==> src/rtl/pht_local.sv <==
// rtl/pht_local.sv - local-predictor pattern history table with a forwarding update stage
// 2-bit saturating counters indexed by {pc index, local history}, plus saturating perf counters.
module pht_local #(
  parameter int s_index   = 4,
  parameter int depth     = 4,
  parameter int cnt_width = 32
) (
  input  logic                 clk,
  input  logic                 rst,
  input  logic                 pred_valid,
  input  logic [s_index-1:0]   pred_idx,
  input  logic [depth-1:0]     pred_hist,
  output logic                 pred_taken,
  input  logic                 upd_valid,
  input  logic [s_index-1:0]   upd_idx,
  input  logic [depth-1:0]     upd_hist,
  input  logic                 upd_taken,
  input  logic                 upd_mispredict,
  output logic [cnt_width-1:0] lookups,
  output logic [cnt_width-1:0] mispredicts
);

  localparam int AW      = s_index + depth;
  localparam int ENTRIES = 1 << AW;
  localparam logic [cnt_width-1:0] CNT_ONE = {{(cnt_width-1){1'b0}}, 1'b1};

  logic [1:0]           tbl_q [ENTRIES];
  logic                 p_valid_q, p_valid_d;
  logic [AW-1:0]        p_addr_q, p_addr_d;
  logic                 p_taken_q, p_taken_d;
  logic [cnt_width-1:0] lookups_q, lookups_d;
  logic [cnt_width-1:0] mispredicts_q, mispredicts_d;

  logic [1:0]    cur_cnt;
  logic [1:0]    new_cnt;
  logic [AW-1:0] lk_addr;

  // The prior pending write has already landed when this stage reads the
  // table, so back-to-back updates to one entry accumulate.
  always_comb begin
    cur_cnt = tbl_q[p_addr_q];
    new_cnt = cur_cnt;
    if (p_taken_q) begin
      if (cur_cnt != 2'b11) new_cnt = cur_cnt + 2'd1;
    end else begin
      if (cur_cnt != 2'b00) new_cnt = cur_cnt - 2'd1;
    end
  end

  always_comb begin
    lk_addr = {pred_idx, pred_hist};
    pred_taken = tbl_q[lk_addr][1];
    if (p_valid_q && (p_addr_q == lk_addr)) pred_taken = new_cnt[1];
  end

  always_comb begin
    p_valid_d     = upd_valid;
    p_addr_d      = p_addr_q;
    p_taken_d     = p_taken_q;
    lookups_d     = lookups_q;
    mispredicts_d = mispredicts_q;
    if (upd_valid) begin
      p_addr_d  = {upd_idx, upd_hist};
      p_taken_d = upd_taken;
    end
    if (pred_valid && (lookups_q != {cnt_width{1'b1}})) lookups_d = lookups_q + CNT_ONE;
    if (upd_valid && upd_mispredict && (mispredicts_q != {cnt_width{1'b1}}))
      mispredicts_d = mispredicts_q + CNT_ONE;
  end

  always_ff @(posedge clk) begin
    if (rst) begin
      for (int i = 0; i < ENTRIES; i++) tbl_q[i] <= 2'b10;
      p_valid_q     <= 1'b0;
      p_addr_q      <= '0;
      p_taken_q     <= 1'b0;
      lookups_q     <= '0;
      mispredicts_q <= '0;
    end else begin
      if (p_valid_q) tbl_q[p_addr_q] <= new_cnt;
      p_valid_q     <= p_valid_d;
      p_addr_q      <= p_addr_d;
      p_taken_q     <= p_taken_d;
      lookups_q     <= lookups_d;
      mispredicts_q <= mispredicts_d;
    end
  end

  assign lookups     = lookups_q;
  assign mispredicts = mispredicts_q;

endmodule

==> config.mk <==
export PLATFORM = sky130hd
export DESIGN_NAME = pht_local
export DESIGN_NICKNAME = d
export VERILOG_FILES = /design/src/rtl/pht_local.sv
export SDC_FILE = /design/constraint.sdc
export NUM_CORES = 1
export LEC_CHECK = 0
export BUFFER_PORTS_ARGS = -buffer_cell sky130_fd_sc_hd__buf_4
export CAP_MARGIN = 20
export CORE_MARGIN = 5
export CORE_UTILIZATION = 51
export DETAILED_ROUTE_END_ITERATION = 10
export PLACE_DENSITY = 0.67
export SYNTH_ARGS = -nofsm -noshare
export SYNTH_HDL_FRONTEND = slang
export SYNTH_SLANG_ARGS = --single-unit
==> constraint.sdc <==
create_clock -name clk -period 8.3 [get_ports clk]
set_clock_uncertainty 0.15 [all_clocks]
set_input_delay 2.075 -clock clk [delete_from_list [all_inputs] [get_ports clk]]
set_output_delay 2.075 -clock clk [all_outputs]
set_load 0.005 [all_outputs]
==> flow_summary.toml <==
[status]
outcome = "finished, final reports clean"

[route]
avgRoutedWirePerCell_um = 28.59
drtAntennaViolNets = 0
drt_iter0_drc = 3206
first_pass_iters = 6
num_vias = 22690
drc = 0
vias_per_cell = 6.896
wirelength_mm = 94.07

[sta]
fin_ws_ns = 0.8000
post-route-period-util_pct = 90.36
slew-limit-headroom_pct = 20.51
tightest_slew_ns = 1.192
clock.fmax_mhz = 133.3
rsz0062_at_grt = "no"
final-hold-violation-count = 0
setup_viol = 0
setup_tns_ns = 0
period_minus_slack_ns = 7.500
slew_viol_final = 0

[yosys]
synth-simple-area-share_pct = 16.90
netlist_area_um2 = 31530
synthArstFlopShare_pct = 0
netlist_instances = 2496
ys_ff_latch = 594
synth-main-ff-cell = "edfxtp_1"
synth_mux_area_share_pct = 16.65
seq_area_frac_synth_pct = 53.97
synth_compound_area_share_pct = 6.817
synthXorXnorAreaFrac_pct = 1.694
syn_nets = 2520
synthAdderAreaFrac_pct = 0.1468
synth_top_family_by_area = "simple AND/OR/NAND/NOR gates"
syn_area_per_cell_um2 = 12.63
ys.warnings.count = 0
synth_edf_count = 512
synth_cell_types = 51

[global_route]
grt_usage_pct = 27.73
grt_max_degree = 173
gr-total-overflow = 0
antenna_found_initial = 2
grt_first_pass_wirelength_mm = 141.6
grt_pass1_vias = 22140

[power]
power_mw = 6.945
ir_drop_v = 0.0001500
cellLeakagePower_nw = 10.32
p_per_area_nw_per_um2 = 198.8

[clocking]
insertion_delay_ns = 0.62
clk_pin_slew_ns = 0.06
cts_resized = 0
cts.sinks = 594
numCtsBuffers = 67
root_buffer = "clkbuf_16"
cts_max_level = 3
postCtsSetupBuffers = 0
cts_tree = "done"
hold_buffers = 0
clockBufferDepth = 3

[final_layout]
fillers = 4890
drive_above_1_share_pct = 24.52
syn_to_final_growth_pct = 10.79
final_nets = 2469
final_util_pct = 56.82

[setup_path]
cp_max_fo = 25
worstPathRequired_ns = 6.08
start_kind = "input pin"
crit_type = "in2out"
worstPathArrival_ns = 5.28
end_kind = "output pin"

[floorplanning]
rows = 91
die_w_um = 258.6
die_h_um = 258.6
ios = 87
start_util_pct = 51.28
core_area_um2 = 61480
dieArea_um2 = 66900

[hold_path]
hp-class = "reg2reg"

[placed_design]
pre_cts_ws_ns = 0.8092
portBuffers = 86
gp_congestion = 0.9467
dp_hpwl_mm = 59.73

[flow_run]
drv_cap = 0
-- path summary, 6_finish.rpt --
kind	slack [ns]	cells past startpoint	startpoint	endpoint
max	0.80	9	pred_hist[0]	pred_taken
min	0.35	2	lookups[1]$_SDFFE_PP0P_	lookups[1]$_SDFFE_PP0P_
max reg2reg	2.09	10	flop	tbl_q[169][1]$_SDFFCE_PN1P_
min reg2reg	0.35	2	lookups[1]$_SDFFE_PP0P_	lookups[1]$_SDFFE_PP0P_
-- registers in the layout, indices dropped and copies added, names as in the netlist, named ones only --
| name | cells |
|---|---|
| p_taken_q | 1 |
| tbl_q | 512 |
| lookups | 32 |
| p_addr_q | 8 |
| p_valid_q | 1 |
| mispredicts | 32 |
-- layout make-up --
class,count,area [um2],share of cell area (%)
Tap cell,790,988.4,2.830
Multi-Input combinational cell,1611,13400,38.37
Antenna cell,1,2.502,0.007164
Clock inverter,30,200.2,0.5731
Timing Repair Buffer,164,1349,3.861
Sequential cell,594,17030,48.75
Clock buffer,94,1933,5.534
Inverter,7,26.28,0.07522
-- cells in the mapped netlist (2+ instances only) --
master,instances,share of area [%]
a211oi_1,12,0.29
a21o_1,118,2.8
a21oi_1,12,0.19
a221oi_1,6,0.17
a22oi_1,4,0.095
a41o_1,2,0.063
and2_1,7,0.14
and3_1,17,0.34
and4_1,7,0.19
buf_1,32,0.38
buf_2,69,1.1
buf_4,5,0.12
clkbuf_1,177,2.1
dfxtp_1,82,5.2
edfxtp_1,512,49
ha_1,2,0.079
inv_1,6,0.071
mux2_2,2,0.071
mux2i_1,61,1.9
mux4_2,205,15
nand2_1,123,1.5
nand2b_1,50,0.99
nand3_1,286,4.5
nand3b_1,2,0.048
nand4_1,21,0.42
nor2_1,155,1.8
nor2b_1,23,0.46
nor3_1,149,2.4
nor3_2,103,3.3
nor4_1,9,0.18
o2111ai_1,4,0.11
o211ai_1,6,0.14
o21ai_0,22,0.35
o21bai_1,93,2.2
o22ai_1,8,0.16
o41ai_1,3,0.083
or2_2,16,0.32
or3_1,13,0.26
xnor2_1,27,0.75
xor2_1,34,0.94
-- critical path: stages --
cell and delay, ns:
buf_4 0.36, buf_12 0.29, mux4_2 0.53, mux4_2 0.53, mux4_2 0.52, mux4_2 0.49, nor2_1 0.13, a21oi_1 0.12
buf_4 0.21
-- where the power goes --
| part | switching, mW | total (mW) | internal [mW] | leakage [nW] |
|---|---|---|---|---|
| clock network | 1.23 | 2.90 | 1.67 | 1.06 |
| logic | 0.512 | 0.712 | 0.200 | 4.19 |
| registers | 0.0539 | 3.34 | 3.28 | 5.07 |
-- cells by family after synthesis --
logic type | count (synthesis)
xor+xnor | 61
flops | 594
fa+ha+maj | 4
mux | 268
simple gates | 984
buf+inv | 291
compound gates | 294
-- layout by cell type (no fill, tap or decap), drive strengths merged, types with 17 or more instances in the layout --
master | synthesis | layout
nand2b | 50 | 50
nor3 | 252 | 252
mux4 | 205 | 205
nand4 | 21 | 21
nand2 | 123 | 123
nor2b | 23 | 23
edfxtp | 512 | 512
o21bai | 93 | 93
xor2 | 34 | 34
nand3 | 286 | 286
clkbuf | 177 | 94
xnor2 | 27 | 27
mux2i | 61 | 61
dfxtp | 82 | 82
clkinv | 1 | 26
and3 | 17 | 17
o21ai | 22 | 22
nor2 | 155 | 155
a21o | 118 | 118
buf | 107 | 164
-- metal layers --
| layer | global-route usage (%) | vias to the layer above | part of all wire, % |
|---|---|---|---|
| li1 | - | 9488 | - |
| met1 | 37.22 | 11450 | 37 |
| met4 | 9.842 | 2 | 4.1 |
| met5 | 0 | - | 0.018 |
| met2 | 44.72 | 1465 | 48 |
| met3 | 6.654 | 289 | 12 |
-- per-stage QoR --
stage / std cells / hold slack, ns / cell area [um2]
finish: 3291 / 0.3535 / 34930
global route: 3290 / 0.3783 / 34930
CTS: 3288 / 0.3586 / 34900
detailed placement: 3164 / 0.3487 / 32770
global placement: 3163 / 0.3305 / 32750
floorplan: 2496 / 0.3104 / 31530
Power figures use the tool's default switching activity.
